--- src/rtl/wb_stage_params_pkg.sv ---
// Shared types and helpers for the writeback/retire stage.
// Lane and port payloads are sized for register data up to WB_DATA_W bits.
package wb_stage_params;

  localparam int unsigned WB_DATA_W = 32;
  localparam int unsigned WB_REG_W  = 5;

  typedef struct packed {
    logic [WB_DATA_W-1:0] pc;
    logic                 we;
    logic [WB_REG_W-1:0]  waddr;
    logic [WB_DATA_W-1:0] wdata;
    logic                 exc;
  } WBLaneData;

  typedef struct packed {
    logic                 we;
    logic [WB_REG_W-1:0]  waddr;
    logic [WB_DATA_W-1:0] wdata;
  } WBPortWrite;

  // Number of cycles needed to drain a bundle through the register-file ports.
  function automatic int unsigned wb_beats(input int unsigned lanes, input int unsigned ports);
    return (lanes + ports - 1) / ports;
  endfunction

endpackage

--- src/rtl/wb_port_select.sv ---
// Maps the lanes of the current beat onto register-file write ports and
// drops the older of two same-beat writes to one nonzero register.
module wb_port_select
  import wb_stage_params::*;
#(
  parameter int unsigned LANES    = 2,
  parameter int unsigned RF_PORTS = 1,
  parameter int unsigned BEAT_W   = 1
) (
  input  logic                            active,
  input  logic [BEAT_W-1:0]               beat,
  input  WBLaneData [LANES-1:0]           lanes,
  input  logic [LANES-1:0]                lane_ok,
  output WBPortWrite [RF_PORTS-1:0]       port_wr,
  output logic [RF_PORTS-1:0][WB_DATA_W-1:0] port_pc
);

  WBPortWrite [RF_PORTS-1:0] sel;

  // Lane mux: port p in beat b carries lane b*RF_PORTS+p; absent lanes never write.
  always_comb begin
    sel     = '0;
    port_pc = '0;
    for (int p = 0; p < int'(RF_PORTS); p++) begin
      for (int l = 0; l < int'(LANES); l++) begin
        if (int'(beat) * int'(RF_PORTS) + p == l) begin
          sel[p].we    = active & lane_ok[l] & lanes[l].we;
          sel[p].waddr = lanes[l].waddr;
          sel[p].wdata = lanes[l].wdata;
          port_pc[p]   = lanes[l].pc;
        end
      end
    end
  end

  // Younger (higher) lane wins a same-beat collision on a nonzero register.
  always_comb begin
    port_wr = sel;
    for (int p = 0; p < int'(RF_PORTS); p++) begin
      for (int q = p + 1; q < int'(RF_PORTS); q++) begin
        if (sel[p].we && sel[q].we && (sel[p].waddr == sel[q].waddr) && (sel[p].waddr != '0)) begin
          port_wr[p].we = 1'b0;
        end
      end
    end
  end

endmodule

--- src/rtl/wb_retire_stage.sv ---
// Writeback/retire stage: holds one bundle and drains it over BEATS cycles.
// Optional precise-exception support is enabled with WB_EXCEPTION_EN.
module wb_retire_stage
  import wb_stage_params::*;
#(
  parameter int unsigned LANES      = 2,
  parameter int unsigned RF_PORTS   = 1,
  parameter int unsigned DATA_WIDTH = 32
) (
  input  logic                           clock,
  input  logic                           reset,
  output logic                           wb_allow_in,
  input  logic                           in_valid,
  input  logic [LANES-1:0]               in_lane_valid,
  input  logic [LANES*DATA_WIDTH-1:0]    in_pc,
  input  logic [LANES*DATA_WIDTH-1:0]    in_wdata,
  input  logic [LANES-1:0]               in_we,
  input  logic [LANES*5-1:0]             in_waddr,
`ifdef WB_EXCEPTION_EN
  input  logic [LANES-1:0]               in_exc,
  output logic                           flush,
  output logic [DATA_WIDTH-1:0]          flush_pc,
`endif
  output logic [RF_PORTS-1:0]            rf_we,
  output logic [RF_PORTS*5-1:0]          rf_waddr,
  output logic [RF_PORTS*DATA_WIDTH-1:0] rf_wdata,
  output logic [LANES*5-1:0]             bp_addr,
  output logic [LANES*DATA_WIDTH-1:0]    bp_data,
  output logic [RF_PORTS*DATA_WIDTH-1:0] debug_pc,
  output logic [RF_PORTS*4-1:0]          debug_we,
  output logic [RF_PORTS*5-1:0]          debug_waddr,
  output logic [RF_PORTS*DATA_WIDTH-1:0] debug_wdata
);

  localparam int unsigned BEATS  = wb_beats(LANES, RF_PORTS);
  localparam int unsigned BEAT_W = (BEATS > 1) ? $clog2(BEATS) : 1;

  if (DATA_WIDTH > WB_DATA_W || RF_PORTS > LANES || LANES > 4) begin : g_bad_cfg
    $error("wb_retire_stage: unsupported LANES/RF_PORTS/DATA_WIDTH combination");
  end

  logic                  wb_valid;
  logic [BEAT_W-1:0]     beat;
  logic [LANES-1:0]      hold_lane_valid;
  WBLaneData [LANES-1:0] hold;
  logic [LANES-1:0]      lane_exc_c;
  logic [LANES-1:0]      lane_kill;
  logic [LANES-1:0]      lane_ok;
  logic                  last_beat;
  logic                  accept;

  WBPortWrite [RF_PORTS-1:0]            port_wr;
  logic [RF_PORTS-1:0][WB_DATA_W-1:0]   port_pc;

`ifdef WB_EXCEPTION_EN
  assign lane_exc_c = in_exc;
`else
  assign lane_exc_c = '0;
`endif

  assign last_beat   = (beat == BEAT_W'(BEATS - 1));
  assign wb_allow_in = !wb_valid || last_beat;
  assign accept      = in_valid && wb_allow_in;

  // Control: a new bundle restarts at beat 0; the last beat either empties or reloads.
  always_ff @(posedge clock) begin
    if (reset) begin
      wb_valid <= 1'b0;
      beat     <= '0;
    end else if (accept) begin
      wb_valid <= 1'b1;
      beat     <= '0;
    end else if (wb_valid) begin
      if (last_beat) begin
        wb_valid <= 1'b0;
        beat     <= '0;
      end else begin
        beat <= beat + BEAT_W'(1);
      end
    end
  end

  always_ff @(posedge clock) begin
    if (accept) begin
      hold_lane_valid <= in_lane_valid;
      for (int l = 0; l < int'(LANES); l++) begin
        hold[l].pc    <= WB_DATA_W'(in_pc[l*DATA_WIDTH +: DATA_WIDTH]);
        hold[l].we    <= in_we[l];
        hold[l].waddr <= in_waddr[l*5 +: 5];
        hold[l].wdata <= WB_DATA_W'(in_wdata[l*DATA_WIDTH +: DATA_WIDTH]);
        hold[l].exc   <= lane_exc_c[l];
      end
    end
  end

  // The lowest excepting lane and every younger lane are squashed.
  always_comb begin
    lane_kill = '0;
    for (int l = 0; l < int'(LANES); l++) begin
      lane_kill[l] = hold[l].exc;
      if (l > 0 && lane_kill[l-1]) lane_kill[l] = 1'b1;
    end
    lane_ok = hold_lane_valid & ~lane_kill;
  end

  wb_port_select #(
    .LANES    (LANES),
    .RF_PORTS (RF_PORTS),
    .BEAT_W   (BEAT_W)
  ) u_port_select (
    .active  (wb_valid),
    .beat    (beat),
    .lanes   (hold),
    .lane_ok (lane_ok),
    .port_wr (port_wr),
    .port_pc (port_pc)
  );

  always_comb begin
    rf_we       = '0;
    rf_waddr    = '0;
    rf_wdata    = '0;
    debug_pc    = '0;
    debug_we    = '0;
    for (int p = 0; p < int'(RF_PORTS); p++) begin
      rf_we[p]                           = port_wr[p].we;
      rf_waddr[p*5 +: 5]                 = port_wr[p].waddr;
      rf_wdata[p*DATA_WIDTH +: DATA_WIDTH] = DATA_WIDTH'(port_wr[p].wdata);
      debug_we[p*4 +: 4]                 = {4{port_wr[p].we}};
      debug_pc[p*DATA_WIDTH +: DATA_WIDTH] = DATA_WIDTH'(port_pc[p]);
    end
  end

  assign debug_waddr = rf_waddr;
  assign debug_wdata = rf_wdata;

  // Back-pass advertises writes that have not reached the register file yet.
  always_comb begin
    bp_addr = '0;
    bp_data = '0;
    for (int l = 0; l < int'(LANES); l++) begin
      if (wb_valid && lane_ok[l] && hold[l].we && (int'(beat) <= l / int'(RF_PORTS))) begin
        bp_addr[l*5 +: 5] = hold[l].waddr;
      end
      bp_data[l*DATA_WIDTH +: DATA_WIDTH] = DATA_WIDTH'(hold[l].wdata);
    end
  end

`ifdef WB_EXCEPTION_EN
  // Flush fires once, in beat 0, carrying the PC of the lowest excepting lane.
  always_comb begin
    flush    = 1'b0;
    flush_pc = '0;
    for (int l = int'(LANES) - 1; l >= 0; l--) begin
      if (hold[l].exc) begin
        flush_pc = DATA_WIDTH'(hold[l].pc);
        flush    = wb_valid && (beat == '0);
      end
    end
  end
`endif

endmodule

--- config.mk ---
export PLATFORM = sky130hd
export DESIGN_NAME = wb_retire_stage
export DESIGN_NICKNAME = d
export VERILOG_FILES = /design/src/rtl/wb_stage_params_pkg.sv /design/src/rtl/wb_port_select.sv /design/src/rtl/wb_retire_stage.sv
export SDC_FILE = /design/constraint.sdc
export NUM_CORES = 1
export LEC_CHECK = 0
export ABC_AREA = 1
export BUFFER_PORTS_ARGS = -buffer_cell sky130_fd_sc_hd__buf_4
export CORE_AREA = 2 2 127 129
export DETAILED_ROUTE_END_ITERATION = 8
export DIE_AREA = 0 0 129 131
export PLACE_DENSITY = 0.72
export SYNTH_ARGS = -nofsm -noshare
export SYNTH_HDL_FRONTEND = slang
export SYNTH_SLANG_ARGS = --single-unit
export TNS_END_PERCENT = 30
--- constraint.sdc ---
create_clock -name clock -period 4.6 [get_ports clock]
set_input_delay 0.23 -clock clock [delete_from_list [all_inputs] [get_ports clock]]
set_output_delay 0.23 -clock clock [all_outputs]
set_load 0.05 [all_outputs]
Word level (Yosys, flattened, before mapping)
Index checks and enable logic that the tools add are counted.
{ "totals": {"regBits": 144, "latch_bits": 0, "mem_bits_rw": 0, "romBits": 0, "in_bits": 145, "out_inout_bits": 186, "word_cells": 37, "n_memories": 0} }
{ "op_classes": {"add_sub_neg": 1, "n_mul": 0, "div": 0, "order_cmp": 1, "eq_ne": 0, "shifts": 0, "n_mux": 10, "n_bitwise": 4, "reduce_logical": 10} }
{ "ops": {"columns": ["cell", "count"], "rows": [
  ["$mux W38", 2],
  ["$mux W32", 2],
  ["$logic_not A32 Y1", 1],
  ["$mux W5", 2],
  ["$logic_and A1 B1 Y1", 6],
  ["$and A1 B1 Y1", 4],
  ["$mux W1", 4],
  ["$reduce_or A2 Y1", 1],
  ["$add A1 B1 Y1 const B", 1],
  ["$le A1 B1 Y1 const B", 1],
  ["$logic_not A1 Y1", 1],
  ["$logic_or A1 B1 Y1", 1]
]} }

Logic depth before layout (Yosys ltp)
{ "depth": {"depth_word": 4, "ltp_mapped": 6, "mapped_depth_nobuf": 5} }

By module
From an unflattened synthesis, not the netlist that was laid out.
{ "hier_totals": {"cells_unflattened": 511, "hier_area_um2": 6184.7} }
{ "by_module_without_submodules": {"columns": ["mod", "instances", "cells_each", "area_each_um2", "seq_area_each_um2"], "rows": [
  ["wb_retire_stage", 1, 285, 5237.5, 4304.1],
  ["wb_port_select", 1, 226, 947.2, 0.0]
]} }

Least setup slack after synthesis
Ideal clock, no wire load.
{ "synth_timing": {"kind": "register -> register", "from": "reg beat", "to": "reg hold (netlist bit bp_data[0]), enable pin", "setup_ns": 0.494, "t_arrival_ns": 3.656, "t_required_ns": 4.106, "slack_ns": 0.450, "path_stages_with_launch": 5, "n_path_buf": 0, "period_less_slack_ns": 4.150, "cell_sequence": "dfxtp_1 inv_2 nand2_1 nand2_1 inv_1"} }
{ "synth_between": {"elab_chain_cells": 2} }
{ "synth_rtl": {"columns": ["item", "line", "text"], "rows": [
  ["from (decl)", "wb_retire_stage.sv:43", "logic [BEAT_W-1:0] beat;"],
  ["from (signal assigned)", "wb_retire_stage.sv:78", "beat <= beat + BEAT_W'(1);"],
  ["$logic_or A1 B1 Y1", "wb_retire_stage.sv:62", "assign wb_allow_in = !wb_valid || last_beat;"],
  ["net wb_allow_in", "wb_retire_stage.sv:12", "output logic wb_allow_in,"],
  ["$logic_and A1 B1 Y1", "wb_retire_stage.sv:63", "assign accept = in_valid && wb_allow_in;"],
  ["net accept", "wb_retire_stage.sv:50", "logic accept;"],
  ["to (decl)", "wb_retire_stage.sv:45", "WBLaneData [LANES-1:0] hold;"]
]} }
The timed path passes the listed nets, and every way through them passes these cells.
A chain may end at the register's enable or synchronous reset.

Worst setup path after layout
{ "layout_timing": {"from": "reg beat", "to": "out rf_we"} }
{ "layout_between": {"elab_chain_cells": 3} }
{ "layout_rtl": {"columns": ["item", "line", "text"], "rows": [
  ["$logic_not A32 Y1", "wb_port_select.sv:26", "if (int'(beat) * int'(RF_PORTS) + p == l) begin"],
  ["$mux W38", "wb_port_select.sv:26", null],
  ["$mux W38 *", "wb_port_select.sv:26", null],
  ["to (decl)", "wb_retire_stage.sv:24", "output logic [RF_PORTS-1:0] rf_we,"]
]} }
Every way passes the cells marked *; elsewhere a longest branch is shown, timed or not.

==> impl_results.md <==
- Status: finished clean
- Worst reg2reg path endpoint: hold[130]
- Post-route insts no fill: 1109
- Vias in the first global route: 4858
- Hold endpoint: wb_valid
- Min-Delay Path Depth: 3
- Synthesized flop and latch total: 144
- CTS tree: done
- Static Leakage: 0.00455 uW
- Cell taking the most area after synthesis: edfxtp_1
- Sequential fraction of the synthesis area: 70.7%
- Total number of vias: 4789
- Final Setup Violations: 0
- Final min period: 2.68 ns
- Syn nets: 648
- Clock latency on the worst-skew pair: 0.41 ns
- Hold Startpoint: in_valid
- First-pass GRT wire length: 24.3 mm
- Post-Route Setup TNS: 0 ns
- CTS Buffer Depth: 2
- Largest net degree at the start of global routing: 112
- Die height: 131 um
- Post-DRT Antenna Nets: 0
- Final hold slack: 0.0517 ns
- Worst Tran Pin Value: 1.01 ns
- Layout cells sized above 1: 40.7%
- Worst Clk Skew: 0.00500 ns
- Post-route DRC: 0
- Peak Freq: 0.373 GHz
- Worst-path clk slew: 0.06 ns
- Final Hold Violating Endpoints: 0
- Post-layout util: 64.3%
- Vias per inst: 4.32
- Placed Area: 0.00799 mm2
- Die Width: 129 um
- Post-DP HPWL: 10.8 mm
- Worst Reg-to-Reg Cells: 4
- Initial Util: 39.0%
- Port Buffer Count: 330
- Die area: 0.0169 mm2
- Synth Cell Area: 0.00609 mm2
- IO Pins: 331
- Top cells by area, synth: edfxtp_1 70%, buf_4 14%, nand2_1 12%
- GP Congestion: 0.764
- Filler cells: 1133
- Detailed Routing Iterations Pass 1: 4
- Site row count: 46
- Overall routed net length: 17.2 mm
- RSZ-0062 raised after global routing: false
- Root Buffer: clkbuf_16
- Placed cell count: 932
- Layout area overhead: 64.7%
- Synth cell types: 12
- GR Util All Layers: 19.5%
- Most frequent cells in the layout: 333 x buf_4, 201 x nand2_1, 143 x dlygate4sd3_1
- WP data arrival: 2.45 ns
- Worst relative slew slack: 32.5%
- Kind of critical path: reg -> out
- Reg2reg setup slack: 2.37 ns
- Crit share post-route: 58.2%
- # Post-CTS Setup Buffers: 0
- Antenna violations before repair: 3
- CTS Buf Count: 17
- Max_cap viols: 0
- Top-area cell type share of the netlist area: 70.1%
- CP required: 4.37 ns
- Synthesized instance count: 503
- Clock sink count: 144
- Worst-path fanout max: 76
- Critical path launch point type: flop
- Worst r2r src: wb_valid
- Placeable Area: 0.0156 mm2
- DR iter-0 viols: 178
- # H-tree levels: 4
- Design area: 0.0100 mm2
- Most common cell after layout, fill and taps aside: buf_4
- Average wire per standard cell: 15.5 um
- Crit. End Element: output port
- Total global routing overflow: 0
- Fin. max-slew vios: 0
- Syn. warnings: 0
- Max VDD drop: 0.245 mV
- Worst min-delay path class: in -> reg
- PD cells: 398 mW/mm2
- Final #Nets: 1023
- Avg Inst Size Synth: 12.1 um2
power breakdown:
part / internal (uW) / switching [uW] / total [uW] / leakage (uW)
Clock: 893 / 514 / 1410 / 0.000286
Sequential: 1540 / 32.5 / 1580 / 0.00137
Combinational: 342 / 669 / 1010 / 0.00289
Total: 2780 / 1220 / 3990 / 0.00455
worst max-delay path, stage by stage, from the launching register on:
cell and delay (ns):
dfxtp_2 0.33, buf_4 0.63, nor2_1 0.17, nand3_1 0.38, nand2_1 0.26, buf_4 0.27
through the flow:
step           total power (uW)  setup slack, ns
2_1_floorplan              2270            0.450
3_3_place_gp               2500             2.31
3_5_place_dp               2510             2.28
4_1_cts                    4010             1.82
5_1_grt                    4130             1.72
6_report                   3990             1.92
layer usage:
metal / vias to the layer above / routed length [um] / global-route usage (%)
met4: 0 / 377 / 7.67
met5: - / 0 / 0
li1: 2300 / - / -
met3: 30 / 1340 / 7.25
met1: 2229 / 6170 / 19.8
met2: 230 / 9350 / 36.3
sequential cells by signal, summed over array words and instances (netlist names):
signal,flops
beat,1
hold_lane_valid,2
bp_data,64
hold,76
wb_valid,1
area by class of cell:
cell class                 count  area [um2]  area share [%]
inverter                      14        57.6           0.574
timing repair buffer         476        3930            39.2
tap                          216         270            2.70
clock inverter                14         173            1.72
antenna                        3        7.51          0.0749
multi-input combinational    225         856            8.54
sequential                   144        4310            42.9
clock buffer                  17         425            4.24
worst max-delay path by stage:
stage | startpoint | to | slack, ns | depth (start not counted)
detailed placement | beat | rf_we | 2.28 | 5
finish | beat | rf_we | 1.92 | 5
global route | beat | rf_we | 1.72 | 5
floorplan | beat | bp_data[0] | 0.45 | 4
global placement | beat | rf_we | 2.31 | 5
CTS | beat | rf_we | 1.82 | 5
logic make-up (layout without fill, tap and decap cells):
kind of cell / count (synthesis) / after routing / synth area share (%)
AOI/OAI and AO/OA: 5 / 5 / 0.411
buffers and inverters: 134 / 521 / 15.2
DFF: 144 / 144 / 70.7
other: 0 / 3 / 0
and+or+nand+nor: 220 / 220 / 13.7
cell usage after synthesis:
library cell,instances
edfxtp_1,142
dfxtp_1,2
buf_2,8
nand2_1,201
clkbuf_1,2
nand3_1,2
o21ai_0,5
nor2_1,16
inv_1,13
nand4_1,1
inv_2,1
buf_4,110
timing repair:
action | 4_1_cts | 5_1_grt
endpoints found under the hold margin | 143 | 0
hold buffers | 143 | 0
resized for setup | 0 | 0
No activity file was read; power rests on OpenSTA's default activity.
